### config.mk
export PLATFORM = sky130hd
export DESIGN_NAME = dae_output_serializer_flat
export DESIGN_NICKNAME = d
export VERILOG_FILES = /design/src/rtl/dae_output_serializer_if.sv /design/src/rtl/dae_output_serializer.sv /design/src/flat_wrapper.sv
export SDC_FILE = /design/constraint.sdc
export NUM_CORES = 1
export LEC_CHECK = 0
export BUFFER_PORTS_ARGS = -buffer_cell sky130_fd_sc_hd__buf_2
export CORE_ASPECT_RATIO = 0.5
export CORE_MARGIN = 5
export CORE_UTILIZATION = 61
export DETAILED_ROUTE_END_ITERATION = 7
export PLACE_DENSITY = 0.8
export SYNTH_ARGS = -nofsm -noshare
export SYNTH_HDL_FRONTEND = slang
export SYNTH_SLANG_ARGS = --single-unit
### constraint.sdc
create_clock -name clk -period 7.42 [get_ports clk]
set_clock_uncertainty 0.15 [all_clocks]
set_input_delay 0 -clock clk [delete_from_list [all_inputs] [get_ports clk]]
set_output_delay 0 -clock clk [all_outputs]
set_load 0.02 [all_outputs]
### src/rtl/dae_output_serializer_if.sv
// Frame-in / sample-out bus between the DAE core, this serializer and the DAC path.
// master drives frames, gain and out_ready; slave is the serializer itself.
interface dae_output_serializer_if #(
  parameter int FRAME_DEPTH = 4,
  parameter int SAMPLE_W    = 8
);
  logic                          in_valid;
  logic                          in_ready;
  logic signed [SAMPLE_W-1:0]    clean_signal0;
  logic signed [SAMPLE_W-1:0]    clean_signal1;
  logic signed [SAMPLE_W-1:0]    clean_signal2;
  logic signed [SAMPLE_W-1:0]    clean_signal3;
  logic [3:0]                    gain;
  logic signed [SAMPLE_W-1:0]    out_sample;
  logic                          out_valid;
  logic                          out_ready;
  logic                          out_last;
  logic                          drop_sticky;
  logic [$clog2(FRAME_DEPTH):0]  frame_count;

  modport master (
    output in_valid, clean_signal0, clean_signal1, clean_signal2, clean_signal3,
           gain, out_ready,
    input  in_ready, out_sample, out_valid, out_last, drop_sticky, frame_count
  );

  modport slave (
    input  in_valid, clean_signal0, clean_signal1, clean_signal2, clean_signal3,
           gain, out_ready,
    output in_ready, out_sample, out_valid, out_last, drop_sticky, frame_count
  );
endinterface

### src/rtl/dae_output_serializer.sv
// Buffers 4-sample DAE frames in a small FIFO and streams them out one gained,
// saturated sample per beat, with a sticky flag for frames refused while full.
module dae_output_serializer #(
  parameter int FRAME_DEPTH = 4,
  parameter int SAMPLE_W    = 8
) (
  input  logic                 clk,
  input  logic                 rst,
  dae_output_serializer_if.slave bus
);
  localparam int AW = $clog2(FRAME_DEPTH);
  localparam int CW = AW + 1;
  localparam int FW = 4 * SAMPLE_W;
  localparam int PW = SAMPLE_W + 5;
  localparam logic signed [PW-1:0] PMAX = {{6{1'b0}}, {(SAMPLE_W-1){1'b1}}};
  localparam logic signed [PW-1:0] PMIN = {{6{1'b1}}, {(SAMPLE_W-1){1'b0}}};

  typedef enum logic {IDLE, STREAM} state_t;

  logic [FW-1:0]              mem [FRAME_DEPTH];
  logic [AW-1:0]              wr_ptr_reg, rd_ptr_reg;
  logic [CW-1:0]              count_reg, count_next;
  state_t                     state_reg, state_next;
  logic [1:0]                 idx_reg, idx_next;
  logic [FW-1:0]              frame_reg, frame_next;
  logic [3:0]                 gain_reg, gain_next;
  logic signed [SAMPLE_W-1:0] out_sample_reg, out_sample_next;
  logic                       out_valid_reg, out_valid_next;
  logic                       out_last_reg, out_last_next;
  logic                       drop_reg;

  logic [FW-1:0]              in_frame, head_frame;
  logic signed [SAMPLE_W-1:0] head_s  [4];
  logic signed [SAMPLE_W-1:0] frame_s [4];
  logic                       in_ready_int, wr_en, pop;

  // Q2.2 gain: full product, floor-shift by 2, clamp to the sample range.
  function automatic logic signed [SAMPLE_W-1:0] apply_gain(
    input logic signed [SAMPLE_W-1:0] s,
    input logic [3:0]                 g
  );
    logic signed [PW-1:0] p;
    logic signed [PW-1:0] r;
    p = PW'(s) * PW'($signed({1'b0, g}));
    r = p >>> 2;
    if (r > PMAX)      apply_gain = PMAX[SAMPLE_W-1:0];
    else if (r < PMIN) apply_gain = PMIN[SAMPLE_W-1:0];
    else               apply_gain = r[SAMPLE_W-1:0];
  endfunction

  assign in_frame   = {bus.clean_signal3, bus.clean_signal2, bus.clean_signal1, bus.clean_signal0};
  // Head is read combinationally so a pop can load sample 0 on the same edge.
  assign head_frame = mem[rd_ptr_reg];

  generate
    for (genvar gi = 0; gi < 4; gi++) begin : g_lane
      assign head_s[gi]  = head_frame[gi*SAMPLE_W +: SAMPLE_W];
      assign frame_s[gi] = frame_reg[gi*SAMPLE_W +: SAMPLE_W];
    end
  endgenerate

  assign in_ready_int = (count_reg != CW'(FRAME_DEPTH));
  assign wr_en        = bus.in_valid & in_ready_int;

  always_ff @(posedge clk) begin
    if (wr_en) mem[wr_ptr_reg] <= in_frame;
  end

  always_comb begin
    state_next      = state_reg;
    idx_next        = idx_reg;
    frame_next      = frame_reg;
    gain_next       = gain_reg;
    out_sample_next = out_sample_reg;
    out_valid_next  = out_valid_reg;
    out_last_next   = out_last_reg;
    pop             = 1'b0;

    case (state_reg)
      IDLE: begin
        if (count_reg != '0) pop = 1'b1;
      end
      STREAM: begin
        if (out_valid_reg && bus.out_ready) begin
          if (idx_reg != 2'd3) begin
            idx_next        = idx_reg + 2'd1;
            out_sample_next = apply_gain(frame_s[idx_next], gain_reg);
            out_last_next   = (idx_next == 2'd3);
          end else if (count_reg != '0) begin
            pop = 1'b1;
          end else begin
            out_valid_next = 1'b0;
            out_last_next  = 1'b0;
            state_next     = IDLE;
          end
        end
      end
      default: state_next = IDLE;
    endcase

    // A pop always starts a fresh frame at sample 0 with the gain present now.
    if (pop) begin
      frame_next      = head_frame;
      gain_next       = bus.gain;
      out_sample_next = apply_gain(head_s[0], bus.gain);
      out_valid_next  = 1'b1;
      out_last_next   = 1'b0;
      idx_next        = 2'd0;
      state_next      = STREAM;
    end

    count_next = count_reg + CW'(wr_en) - CW'(pop);
  end

  always_ff @(posedge clk or posedge rst) begin
    if (rst) begin
      wr_ptr_reg     <= '0;
      rd_ptr_reg     <= '0;
      count_reg      <= '0;
      state_reg      <= IDLE;
      idx_reg        <= '0;
      frame_reg      <= '0;
      gain_reg       <= '0;
      out_sample_reg <= '0;
      out_valid_reg  <= 1'b0;
      out_last_reg   <= 1'b0;
      drop_reg       <= 1'b0;
    end else begin
      if (wr_en) wr_ptr_reg <= wr_ptr_reg + AW'(1);
      if (pop)   rd_ptr_reg <= rd_ptr_reg + AW'(1);
      count_reg      <= count_next;
      state_reg      <= state_next;
      idx_reg        <= idx_next;
      frame_reg      <= frame_next;
      gain_reg       <= gain_next;
      out_sample_reg <= out_sample_next;
      out_valid_reg  <= out_valid_next;
      out_last_reg   <= out_last_next;
      if (bus.in_valid && !in_ready_int) drop_reg <= 1'b1;
    end
  end

  assign bus.in_ready    = in_ready_int;
  assign bus.out_sample  = out_sample_reg;
  assign bus.out_valid   = out_valid_reg;
  assign bus.out_last    = out_last_reg;
  assign bus.drop_sticky = drop_reg;
  assign bus.frame_count = count_reg;
endmodule

### src/flat_wrapper.sv
// flat-port wrapper written by rule: the top's interface ports become plain ports
module dae_output_serializer_flat 
#(
  parameter int FRAME_DEPTH = 4,
  parameter int SAMPLE_W    = 8
)
  (clk, rst, bus_in_valid, bus_clean_signal0, bus_clean_signal1, bus_clean_signal2, bus_clean_signal3, bus_gain, bus_out_ready, bus_in_ready, bus_out_sample, bus_out_valid, bus_out_last, bus_drop_sticky, bus_frame_count);
  dae_output_serializer_if #(.FRAME_DEPTH(FRAME_DEPTH), .SAMPLE_W(SAMPLE_W)) bus_i ();
  input  logic clk;
  input  logic rst;
  input wire logic [$bits(bus_i.in_valid)-1:0] bus_in_valid;
  input wire logic [$bits(bus_i.clean_signal0)-1:0] bus_clean_signal0;
  input wire logic [$bits(bus_i.clean_signal1)-1:0] bus_clean_signal1;
  input wire logic [$bits(bus_i.clean_signal2)-1:0] bus_clean_signal2;
  input wire logic [$bits(bus_i.clean_signal3)-1:0] bus_clean_signal3;
  input wire logic [$bits(bus_i.gain)-1:0] bus_gain;
  input wire logic [$bits(bus_i.out_ready)-1:0] bus_out_ready;
  output wire logic [$bits(bus_i.in_ready)-1:0] bus_in_ready;
  output wire logic [$bits(bus_i.out_sample)-1:0] bus_out_sample;
  output wire logic [$bits(bus_i.out_valid)-1:0] bus_out_valid;
  output wire logic [$bits(bus_i.out_last)-1:0] bus_out_last;
  output wire logic [$bits(bus_i.drop_sticky)-1:0] bus_drop_sticky;
  output wire logic [$bits(bus_i.frame_count)-1:0] bus_frame_count;
  assign bus_i.in_valid = bus_in_valid;
  assign bus_i.clean_signal0 = bus_clean_signal0;
  assign bus_i.clean_signal1 = bus_clean_signal1;
  assign bus_i.clean_signal2 = bus_clean_signal2;
  assign bus_i.clean_signal3 = bus_clean_signal3;
  assign bus_i.gain = bus_gain;
  assign bus_i.out_ready = bus_out_ready;
  assign bus_in_ready = bus_i.in_ready;
  assign bus_out_sample = bus_i.out_sample;
  assign bus_out_valid = bus_i.out_valid;
  assign bus_out_last = bus_i.out_last;
  assign bus_drop_sticky = bus_i.drop_sticky;
  assign bus_frame_count = bus_i.frame_count;
  dae_output_serializer #(.FRAME_DEPTH(FRAME_DEPTH), .SAMPLE_W(SAMPLE_W)) u_core (.clk(clk), .rst(rst), .bus(bus_i));
endmodule
# Yosys cells after proc, flatten, opt, wreduce, memory -nomap -nowiden
# Memories as Yosys holds them, arrays and structs flattened.
# Index checks and enable logic that the tools add are counted.
[word_totals] reg_bits=57 out_inout_bits=15 memories=1 ramBits=128
[classes] mul=2 n_lt_le_gt_ge=5 n_mux=34 n_reduce_logical=10 n_addsub=5 n_eq_ne=6 bitwise_logic=3
[memory_table] memory="u_core.mem" depth=4 word_bits=32 rd=1 rd_clocked_by_memory_dff=0 write_ports=1 line="dae_output_serializer.sv:20" text="logic [FW-1:0] mem [FRAME_DEPTH];"
[ops] cell="$mux W8" n=10
[ops] cell="$mul A8 B5 Y13" n=2
[ops] cell="$gt A11 B8 Y1 const B" n=2
[ops] cell="$lt A11 B8 Y1 const B" n=2
[ops] cell="$mux W1" n=18
[ops] cell="$bmux W8 S2" n=1
[ops] cell="$mux W2" n=4
[ops] cell="$add A2 B1 Y2 const B" n=3
[ops] cell="$reduce_and A3 Y1" n=2
[ops] cell="$reduce_bool A2 Y1" n=3
[ops] cell="$ne A2 B1 Y1 const B" n=2
[ops] cell="$reduce_and A4 Y1" n=1
[ops] cell="$add A3 B1 Y3" n=1
[ops] cell="$ge A3 B3 Y1 const B" n=1
[ops] cell="$ne A3 B1 Y1 const B" n=1
[ops] cell="$ne A3 B3 Y1 const B" n=1
[ops] cell="$not A2 Y3" n=1
[ops] cell="$reduce_bool A3 Y1" n=1
[ops] cell="$sub A3 B1 Y3" n=1
[ops] cell="$eq A2 B2 Y1 const B" n=1
[ops] cell="$logic_and A1 B1 Y1" n=2
[ops] cell="$ne A2 B2 Y1 const B" n=1
[ops] cell="$pmux W1 S2" n=1
[ops] cell="$and A1 B1 Y1" n=1
[ops] cell="2 further kinds" n=2

# Depth between registers and ports, before layout
# Gate-level depths: netlist (run 1).
[depth] ltp_word=13 depth_mapped=19 mapped_depth_nobuf=17

# Worst setup path after synthesis (run 1)
# OpenSTA, ideal clock, no wires.
[synth_path] kind="register -> register" startpoint="register u_core.idx_reg[0]" endpoint="register u_core.out_sample_reg[0] (netlist: u_core.bus.out_sample[0])" t_arrival_ns=4.988 stages_incl_launch_ff=20 path_slack_ns=2.178 path_cell_list="dfrtp_1 > buf_6 > inv_1 > ha_1 > clkbuf_1 > mux4_2 > and2_1 > ha_1 > fa_1 > inv_1 > fa_1 > inv_1 > ha_1 > nand3_1 > o2111ai_2 > a2111oi_2 > nor4_1 > nor4_4 > o21ai_0 > a221oi_1"
[synth_via] elab_chain_cells=13 word_cells_on_any_way=22 classes_between="add/sub (1); mul (1); order compare (2); eq/ne (1); mux (12); bitwise (1); reduce/logical (4)"
[synth_lines] item="from (decl)" line="dae_output_serializer.sv:24" text="logic [1:0] idx_reg, idx_next;"
[synth_lines] item="from (signal assigned)" line="dae_output_serializer.sv:133" text="idx_reg <= idx_next;"
[synth_lines] item="$add A2 B1 Y2" line="dae_output_serializer.sv:86" text="idx_next = idx_reg + 2'd1;"
[synth_lines] item="$not A2 Y3 (implied by the code)" line="dae_output_serializer.sv:87" text="out_sample_next = apply_gain(frame_s[idx_next], gain_reg);"
[synth_lines] item="$bmux W8 S2" line="dae_output_serializer.sv:87"
[synth_lines] item="$mux W8 (implied by the code) (2 in a row)" line="dae_output_serializer.sv:87"
[synth_lines] item="$mul A8 B5 Y13" line="dae_output_serializer.sv:44" text="p = PW'(s) * PW'($signed({1'b0, g}));"
[synth_lines] item="$lt A11 B8 Y1" line="dae_output_serializer.sv:47" text="else if (r < PMIN) apply_gain = PMIN[SAMPLE_W-1:0];"
[synth_lines] item="$mux W8" line="dae_output_serializer.sv:47"
[synth_lines] item="$mux W8" line="dae_output_serializer.sv:46" text="if (r > PMAX) apply_gain = PMAX[SAMPLE_W-1:0];"
[synth_lines] item="$mux W8" line="dae_output_serializer.sv:85" text="if (idx_reg != 2'd3) begin"
[synth_lines] item="$mux W8" line="dae_output_serializer.sv:84" text="if (out_valid_reg && bus.out_ready) begin"
[synth_lines] item="$mux W8" line="dae_output_serializer.sv:79" text="case (state_reg)"
[synth_lines] item="$mux W8" line="dae_output_serializer.sv:102" text="if (pop) begin"
[synth_lines] item="to (signal assigned)" line="dae_output_serializer.sv:136" text="out_sample_reg <= out_sample_next;"
[synth_lines] item="to (decl)" line="dae_output_serializer.sv:27" text="logic signed [SAMPLE_W-1:0] out_sample_reg, out_sample_next;"
# Several ways; a longest one is shown, not always the timed one. The select of a mux whose other input is x is not followed.
# A chain may end at the register's enable or synchronous reset.

# Worst setup path after layout (run 1)
# Same ends and word-level chain as after synthesis.

==> impl_metrics.py, run 1 <==
metrics = {
    "finish": {
        "drive_above_1_share_pct": 25.2,
        "area_growth_pct": 15.9,
        "final_common_cell": "edfxtp_1",
        "largest_register_ffs": 128,
        "nNetsFinal": 874,
        "antenna_cells": 0,
        "most-common-layout-cells": "edfxtp_1 (128), inv_1 (59), dfrtp_1 (56)",
    },
    "worst_setup_path": {
        "slowest_stage": "dfrtp_1",
        "crit_buf_inv": 3,
        "worstPathRequired_ns": 7.60,
        "crit_chain": "inv_1 > ha_1 > mux4_2 > and2_1 > ha_1 > fa_1 > inv_1 > fa_1 > inv_1 > ha_1 > nand3_1 > o2111ai_2 > a2111oi_2 > nor4_1 > nor4_4 > o21ai_0 > a221oi_1",
        "startpoint": "u_core.idx_reg[0]$_DFFE_PP0P_",
        "cp_max_fo": 11,
        "critical_path_class": "flip-flop to flip-flop",
        "crit_arrival_ns": 5.98,
        "startpoint_type": "flip-flop",
        "end_kind": "flip-flop",
        "r2r_start": "u_core.idx_reg[0]$_DFFE_PP0P_",
        "slowest_delay_ns": 0.71,
        "cp_top_family": "adder cells",
    },
    "route": {
        "dr_total_vias": 5584,
        "drt_wl_total_um": 19500,
        "drc": 0,
        "ant_nets": 0,
        "drt_iter0_drc": 382,
        "drt-pass1-iter-count": 4,
        "routed_via_density": 5.80,
        "wl_per_cell_um": 20.3,
    },
    "die": {
        "die_w_um": 188,
        "die_area_sq_um": 18700,
        "floorplan.initialDensity_pct": 62.6,
        "die_h_um": 99.2,
        "row_count": 32,
        "core_area_sq_um": 15500,
        "ioPinCount": 55,
    },
    "job": {
        "maxCapViolations": 0,
    },
    "synth": {
        "yosys_warnings": 0,
        "syn_area_sq_um": 9700,
        "synth_area_per_cell_sq_um": 15.2,
        "synth_nets": 769,
        "synthCells": 640,
        "async_flop_share_pct": 30.8,
        "yosysSeqAreaShare_pct": 54.3,
        "synth-edff-count": 128,
        "synth-main-ff-cell": "edfxtp_1",
        "synth_cell_types": 58,
        "ys_ff_latch": 185,
    },
    "sta": {
        "hold_viol": 0,
        "setup_tns_ns": 0,
        "maxSlewHeadroom_pct": 32.0,
        "fmax_mhz": 172,
        "finalSetupViolCount": 0,
        "maxSlewViolCount": 0,
        "fin_crit_sh_pct": 78.2,
        "rsz0062_at_grt": "no",
        "worstMarginPinSlew_ns": 1.02,
        "period_needed_ns": 5.80,
    },
    "global_routing": {
        "antenna_found_initial": 0,
        "grt_util_all_layers_pct": 22.3,
        "grt_pass1_vias": 5909,
        "grt_max_degree": 58,
        "grt_pass1_wl_um": 32000,
        "grt_overflow_total": 0,
    },
    "worst_hold_path": {
        "holdCritPathClass": "input pin to flip-flop",
        "min_from": "bus_clean_signal3[4]",
    },
    "clock_network": {
        "insertion_delay_ns": 0.43,
        "cts_root_buf": "clkbuf_16",
        "clk_pin_slew_worst_paths_ns": 0.08,
        "post_cts_buffers": 0,
        "ctsHtreeMaxLevel": 4,
        "clock_path_buffers": 2,
        "clock_sinks": 185,
        "cts_buffers": 17,
        "cts_tree": "yes",
    },
    "placement": {
        "hpwl_um": 12600,
        "place.gp.congestion": 0.811,
        "port_buffers": 54,
    },
    "run_status": {
        "status": "finished clean",
    },
}
==> final cells by class <==
cell class                      count  area, sq um
Multi-Input combinational cell    380         4140
Tap cell                          204          255
Clock inverter                     15          201
Sequential cell                   185         5270
Fill cell                         927         4260
Timing Repair Buffer              101          721
Clock buffer                       17          425
Inverter                           60          225
==> what timing repair did <==
| action | 4_1_cts | 5_1_grt |
|---|---|---|
| endpoints found under the setup margin | 0 | 0 |
| hold buffers | 39 | 0 |
| resized for setup | 0 | 0 |
| endpoints found under the hold margin | 197 | 0 |
==> metrics by stage <==
stage          instances  hold slack [ns]  util [%]  setup slack, ns  cell area, sq um
2_1_floorplan        640          -0.0511         -             2.18              9700
3_3_place_gp         891           0.0625      65.9             1.89             10200
3_5_place_dp         891           0.0639      65.9             1.72             10200
4_1_cts              962            0.155      72.5             1.66             11200
5_1_grt              962            0.162      72.5             1.20             11200
6_report             962            0.161      72.5             1.62             11200
==> synthesized netlist by cell type, drive strengths merged, types with 8 or more instances <==
cell    count  area, sq um
edfxtp    128         3840
fa         35          701
clkbuf     11         41.3
xnor2      19          219
o21ai      18         90.1
ha         54          676
and2       49          307
xor2        8         70.1
mux4       40          901
inv        60          225
mux2       37          417
nor2       25         93.8
nand2      22         92.6
dfrtp      57         1430
a21oi      11         73.8
==> routing by layer <==
layer | vias to the layer above | GRT usage (%) | share of wire (%)
li1 | 2550 | - | -
met1 | 2837 | 30.4 | 43
met2 | 170 | 37.5 | 49
met3 | 27 | 4.28 | 5.3
met4 | 0 | 6.83 | 2.3
met5 | - | 0 | 0
==> cells by family (layout without fill, tap and decap cells) <==
| kind of cell | Yosys count | in the layout | synth area share, % |
|---|---|---|---|
| multiplexers | 80 | 80 | 13.9 |
| adder cells (fa/ha/maj) | 89 | 89 | 14.2 |
| XOR/XNOR | 27 | 27 | 2.98 |
| AO/OA/AOI/OAI | 60 | 60 | 4.53 |
| flip-flops | 185 | 185 | 54.3 |
| AND/OR/NAND/NOR | 124 | 124 | 6.98 |
| buffers and inverters | 75 | 193 | 3.07 |
==> path summary, 6_finish.rpt <==
| path | depth (start not counted) | slack (ns) | end |
|---|---|---|---|
| hold / removal | 2 | 0.16 | u_core.mem[1][28]$_DFFE_PP_ |
| max in group asynchronous | 4 | 6.40 | u_core.rd_ptr_reg[0]$_DFFE_PP0P_ |
| setup reg to reg | 17 | 1.62 | u_core.bus.out_sample[0]$_DFFE_PP0P_ |
| setup / recovery | 17 | 1.62 | u_core.bus.out_sample[0]$_DFFE_PP0P_ |
| min in group asynchronous | 4 | 0.17 | u_core.bus.frame_count[2]$_DFF_PP0_ |
| hold reg to reg | 1 | 0.33 | u_core.bus.drop_sticky$_DFFE_PP0P_ |
Power of run 1 is not shown: default switching activity piles up to over one toggle a cycle in this logic, so the estimate is an artifact.
==> run 2: changes to the inputs <==
--- a/config.mk
+++ b/config.mk
@@ -8,9 +8,9 @@
 export BUFFER_PORTS_ARGS = -buffer_cell sky130_fd_sc_hd__buf_2
 export CORE_ASPECT_RATIO = 0.5
 export CORE_MARGIN = 5
-export CORE_UTILIZATION = 61
+export CORE_UTILIZATION = 56
 export DETAILED_ROUTE_END_ITERATION = 7
-export PLACE_DENSITY = 0.8
+export PLACE_DENSITY = 0.77
 export SYNTH_ARGS = -nofsm -noshare
 export SYNTH_HDL_FRONTEND = slang
 export SYNTH_SLANG_ARGS = --single-unit
==> constraint.sdc (replaced) <==
create_clock -name clk -period 4.95 [get_ports clk]
set_clock_uncertainty 0.15 [all_clocks]
set_input_delay 0 -clock clk [delete_from_list [all_inputs] [get_ports clk]]
set_output_delay 0 -clock clk [all_outputs]
set_load 0.02 [all_outputs]
==> run 2 against run 1 <==
Effect of this change: die area up 8.2%; sequential cell count unchanged; design area is 6.0% higher; via count up 0.75%; worst hold slack gained 0.0085 ns; final cell count grew 6.1%; critical path depth unchanged; routed wire length rose by 2.8%; critical path type unchanged.
==> impl_metrics.py, run 2 (synthesis results as in run 1) <==
metrics = {
    "run_status": {
        "status": "finished clean",
    },
    "finish": {
        "drive_above_1_share_pct": 33.9,
        "most-common-layout-cells": "edfxtp_1 (128), dfrtp_1 (56), buf_2 (54)",
        "area_growth_pct": 22.8,
        "multi_input_area_sq_um": 4560,
        "fill_cells": 1108,
        "nNetsFinal": 903,
        "final_util_pct": 69.3,
        "largest_register_ffs": 128,
        "finalNonFillerCells": 1021,
        "antenna_cells": 0,
        "final_common_cell": "edfxtp_1",
        "regArea_sq_um": 5270,
    },
    "placement": {
        "place.gp.congestion": 0.818,
        "hpwl_um": 12600,
        "place_inst": 934,
        "port_buffers": 54,
        "pre_cts_ws_ns": -0.0892,
    },
    "route": {
        "dr_total_vias": 5626,
        "drt_wl_total_um": 20100,
        "wl_per_cell_um": 19.7,
        "drt_iter0_drc": 301,
        "drc": 0,
        "routed_via_density": 5.51,
        "drt-pass1-iter-count": 5,
        "ant_nets": 0,
    },
    "sta": {
        "hold_viol": 0,
        "worst_slack_ns": 0.0515,
        "period_needed_ns": 4.90,
        "rsz0062_at_grt": "yes",
        "worstMarginPinSlew_ns": 1.06,
        "maxSlewViolCount": 0,
        "maxSlewHeadroom_pct": 29.6,
        "fmax_mhz": 204,
        "finalSetupViolCount": 0,
        "fin_crit_sh_pct": 99.0,
    },
    "worst_setup_path": {
        "worstPathRequired_ns": 5.13,
        "crit_arrival_ns": 5.08,
        "reg2reg_to": "u_core.bus.out_sample[4]$_DFFE_PP0P_",
        "r2r_start": "u_core.rd_ptr_reg[0]$_DFFE_PP0P_",
        "crit_chain": "mux4_2 > and2_1 > ha_1 > inv_1 > fa_1 > inv_1 > fa_1 > ha_4 > nand3_1 > o211ai_1 > buf_4 > o41ai_4 > xor2_1 > nor3_1 > buf_4 > o21ai_0 > a221oi_1",
        "slowest_delay_ns": 0.60,
        "rr_worst_depth": 17,
        "end_kind": "flip-flop",
        "critical_path_class": "flip-flop to flip-flop",
        "cp_max_fo": 7,
        "slowest_stage": "mux4_2",
        "startpoint_type": "flip-flop",
        "r2r_setup_slack_ns": 0.05,
    },
    "job": {
        "maxCapViolations": 0,
    },
    "clock_network": {
        "insertion_delay_ns": 0.43,
        "cts_buffers": 17,
        "ctsHtreeMaxLevel": 4,
        "clock_sinks": 185,
        "cts_tree": "yes",
        "cts_root_buf": "clkbuf_16",
        "clk_pin_slew_worst_paths_ns": 0.08,
        "clock_path_buffers": 2,
    },
    "die": {
        "die_area_sq_um": 20200,
        "ioPinCount": 55,
        "floorplan.initialDensity_pct": 56.4,
        "core_area_sq_um": 17200,
        "die_w_um": 196,
        "die_h_um": 103,
        "row_count": 34,
    },
    "global_routing": {
        "grt_pass1_vias": 5671,
        "grt_overflow_total": 0,
        "grt_util_all_layers_pct": 19.9,
        "grt_pass1_wl_um": 30800,
        "grt_max_degree": 58,
        "antenna_found_initial": 0,
    },
    "worst_hold_path": {
        "holdCritPathClass": "input pin to asynchronous set/reset pin",
    },
}
==> run 2: changes by cell type in the layout (fill, tap and decap cells not counted), moves of 8 or more <==
cell / delta
and2_1: -8
and2_4: +8
buf_4: +23
ha_1: -14
ha_4: +14
o21ai_0: -9
o21ai_1: +9
==> run 2: how the worst max path moves through the flow <==
stage,startpoint,to,slack [ns],cells after the start
global placement,u_core.idx_reg[1]$_DFFE_PP0P_,u_core.bus.out_sample[1]$_DFFE_PP0P_,0.06,15
CTS,u_core.rd_ptr_reg[0]$_DFFE_PP0P_,u_core.bus.out_sample[1]$_DFFE_PP0P_,0.0001,16
floorplan,u_core.idx_reg[0]$_DFFE_PP0P_,u_core.bus.out_sample[5]$_DFFE_PP0P_,0.002,19
detailed placement,u_core.idx_reg[1]$_DFFE_PP0P_,u_core.bus.out_sample[1]$_DFFE_PP0P_,-0.09,16
finish,u_core.rd_ptr_reg[0]$_DFFE_PP0P_,u_core.bus.out_sample[4]$_DFFE_PP0P_,0.05,17
global route,u_core.rd_ptr_reg[0]$_DFFE_PP0P_,u_core.bus.out_sample[3]$_DFFE_PP0P_,-0.09,17
==> run 2: metal layers <==
layer / global-route usage, % / part of all wire [%] / vias up
met5: 0 / 0 / -
met4: 4.72 / 1.0 / 0
met3: 3.92 / 5.0 / 15
met2: 33.5 / 50 / 126
met1: 27.4 / 44 / 2872
li1: - / - / 2613
==> run 2: area by class of cell <==
class	instances	share of cell area [%]
clock buffer	17	3.57
clock inverter	15	1.52
inverter	60	1.89
multi-input combinational	382	38.3
sequential	185	44.3
tap	234	2.46
timing repair buffer	128	7.99
==> run 2: repair_timing <==
action,CTS,global route
cloned,0,2
buffers inserted,0,14
pin swaps,2,43
resized for setup,3,64
endpoints found under the hold margin,198,0
hold buffers,39,0
setup endpoints to repair,7,8
==> run 2: metrics by stage <==
step | hold WS [ns] | TNS (ns) | area (sq um)
CTS | 0.152 | 0 | 11400
floorplan | -0.0511 | 0 | 9750
global route | 0.166 | -0.509 | 11900
global placement | 0.0608 | 0 | 10400
finish | 0.169 | 0 | 11900
detailed placement | 0.0664 | -0.430 | 10400
==> run 2: critical path: cells and delay by family, from the launching register on <==
kind / cells / cell delay, ns
AO/OA/AOI/OAI: 4 / 0.76
AND/OR/NAND/NOR: 3 / 0.45
adder cells (fa/ha/maj): 4 / 1.66
multiplexers: 1 / 0.60
XOR/XNOR: 1 / 0.19
buffers and inverters: 4 / 0.48
flip-flops: 1 / 0.50
Power of run 2 is left out for the same reason.
==> run 3: changes to the inputs <==
--- a/config.mk
+++ b/config.mk
@@ -7,10 +7,10 @@
 export LEC_CHECK = 0
 export BUFFER_PORTS_ARGS = -buffer_cell sky130_fd_sc_hd__buf_2
 export CORE_ASPECT_RATIO = 0.5
-export CORE_MARGIN = 5
 export CORE_UTILIZATION = 56
 export DETAILED_ROUTE_END_ITERATION = 7
 export PLACE_DENSITY = 0.77
+export REMOVE_ABC_BUFFERS = 1
 export SYNTH_ARGS = -nofsm -noshare
 export SYNTH_HDL_FRONTEND = slang
 export SYNTH_SLANG_ARGS = --single-unit
==> run 3 against run 2 <==
Effect of this change: the run now ends with setup timing left; critical endpoint is now u_core.bus.out_sample[5]$_DFFE_PP0P_; register-to-register slack worse by 0.11 ns; sequential share of layout area decreased by 0.77 points; highest routed layer unchanged; maximum frequency fell by 2.1%; setup slack got worse by 0.11 ns; worst hold slack lost 0.0090 ns; clock-buffer cell count up 1.
==> impl_metrics.py, run 3 (synthesis results as in run 1) <==
metrics = {
    "worst_setup_path": {
        "r2r_start": "u_core.idx_reg[0]$_DFFE_PP0P_",
        "rr_worst_depth": 18,
        "crit_chain": "inv_2 > ha_4 > buf_6 > buf_4 > mux4_2 > and2_1 > ha_1 > fa_1 > fa_1 > ha_4 > o21a_1 > a2111oi_4 > buf_4 > o31a_1 > o211ai_1 > a21oi_4 > buf_12 > a221oi_2",
        "startpoint_type": "flip-flop",
        "startpoint": "u_core.idx_reg[0]$_DFFE_PP0P_",
        "cp_max_fo": 7,
        "end_kind": "flip-flop",
        "reg2reg_to": "u_core.bus.out_sample[5]$_DFFE_PP0P_",
        "r2r_setup_slack_ns": -0.05,
        "worstPathRequired_ns": 5.14,
        "critical_path_class": "flip-flop to flip-flop",
        "crit_path_end": "u_core.bus.out_sample[5]$_DFFE_PP0P_",
        "crit_arrival_ns": 5.20,
        "slowest_stage": "fa_1",
        "slowest_delay_ns": 0.51,
    },
    "finish": {
        "regArea_sq_um": 5270,
        "multi_input_area_sq_um": 4620,
        "finalNonFillerCells": 1029,
        "largest_register_ffs": 128,
        "final_common_cell": "edfxtp_1",
        "drive_above_1_share_pct": 36.2,
        "fill_cells": 1013,
        "final_util_pct": 72.8,
        "nNetsFinal": 917,
        "area_growth_pct": 25.0,
        "most-common-layout-cells": "edfxtp_1 (128), dfrtp_1 (56), buf_2 (54)",
    },
    "sta": {
        "maxSlewViolCount": 0,
        "finalSetupViolCount": 2,
        "period_needed_ns": 5.00,
        "setup_tns_ns": -0.0743,
        "worst_slack_ns": -0.0542,
        "fin_crit_sh_pct": 101,
        "hold_viol": 0,
        "rsz0062_at_grt": "yes",
        "maxSlewHeadroom_pct": 27.1,
        "worstMarginPinSlew_ns": 1.09,
        "fmax_mhz": 200,
    },
    "die": {
        "die_h_um": 95.1,
        "die_area_sq_um": 17900,
        "ioPinCount": 55,
        "floorplan.initialDensity_pct": 58.3,
        "core_area_sq_um": 16600,
        "row_count": 33,
        "die_w_um": 188,
    },
    "clock_network": {
        "cts_root_buf": "clkbuf_16",
        "clock_path_buffers": 2,
        "insertion_delay_ns": 0.43,
        "clock_sinks": 185,
        "cts_tree": "yes",
        "cts_buffers": 17,
        "clk_pin_slew_worst_paths_ns": 0.08,
        "ctsHtreeMaxLevel": 4,
    },
    "run_status": {
        "status": "complete, but fails checks",
        "violations": "setup timing",
    },
    "route": {
        "drt-pass1-iter-count": 5,
        "dr_total_vias": 5826,
        "wl_per_cell_um": 20.6,
        "drt_iter0_drc": 379,
        "routed_via_density": 5.66,
        "ant_nets": 0,
        "drt_wl_total_um": 21200,
        "drc": 0,
    },
    "placement": {
        "place.gp.congestion": 0.864,
        "place_inst": 940,
        "hpwl_um": 12700,
        "port_buffers": 54,
    },
    "global_routing": {
        "antenna_found_initial": 1,
        "grt_pass1_wl_um": 31700,
        "grt_overflow_total": 0,
        "grt_pass1_vias": 5764,
        "grt_util_all_layers_pct": 24.3,
        "grt_max_degree": 58,
    },
    "job": {
        "maxCapViolations": 0,
    },
    "worst_hold_path": {
        "holdCritPathClass": "input pin to flip-flop",
    },
}
run 3: cell types whose count changed in the layout (fill, tap and decap cells not counted), sizes merged:
cell / change
buf: +14
inv: +2
clkinv: -1
clkbuf: +1
diode: +1
clkinvlp: -2
run 3: worst max-delay path: cells and delay by family, from the launching register on:
kind            cells  cell delay [ns]
buf+inv             5             0.58
fa+ha+maj           5             1.90
mux                 1             0.34
simple gates        1             0.20
flops               1             0.40
compound gates      6             1.31
run 3: final cells by class:
cell class | count | area share (%)
Sequential cell | 185 | 43.5
Multi-Input combinational cell | 382 | 38.1
Timing Repair Buffer | 142 | 8.92
Clock buffer | 18 | 3.62
Tap cell | 227 | 2.34
Inverter | 60 | 1.86
Clock inverter | 14 | 1.61
Antenna cell | 1 | 0.0207
run 3: layer usage:
| metal | share of wire [%] | wire (um) | global-route usage, % |
|---|---|---|---|
| met1 | 44 | 9360 | 32.6 |
| met3 | 5.6 | 1190 | 4.82 |
| met4 | 2.0 | 414 | 7.45 |
| met2 | 48 | 10200 | 40.9 |
| met5 | 0 | 0 | 0 |
run 3: worst min-delay path by stage:
| stage | to | start | slack, ns | cells past startpoint |
|---|---|---|---|---|
| floorplan | u_core.mem[0][0]$_DFFE_PP_ | bus_clean_signal0[0] | -0.05 | 0 |
| global placement | u_core.mem[2][7]$_DFFE_PP_ | bus_clean_signal0[7] | 0.06 | 1 |
| detailed placement | u_core.mem[0][7]$_DFFE_PP_ | bus_clean_signal0[7] | 0.07 | 1 |
| CTS | u_core.mem[3][19]$_DFFE_PP_ | bus_clean_signal2[3] | 0.15 | 2 |
| global route | u_core.mem[3][19]$_DFFE_PP_ | bus_clean_signal2[3] | 0.16 | 2 |
| finish | u_core.mem[0][17]$_DFFE_PP_ | bus_clean_signal2[1] | 0.16 | 2 |
run 3: stage by stage:
stage	setup WS (ns)	hold WS, ns	cell area, sq um
floorplan	-0.778	-0.0511	9620
global placement	-0.0261	0.0632	10500
detailed placement	-0.108	0.0654	10500
CTS	-0.00511	0.154	11500
global route	-0.183	0.156	12100
finish	-0.0542	0.160	12100
run 3: what timing repair did:
action | CTS | global route
gates cloned | 0 | 2
endpoints found under the hold margin | 197 | 0
setup endpoints to repair | 8 | 8
pin swaps | 4 | 43
hold buffers | 39 | 0
gates resized for setup | 4 | 79
buffers inserted | 1 | 14
Power of run 3 is left out for the same reason.
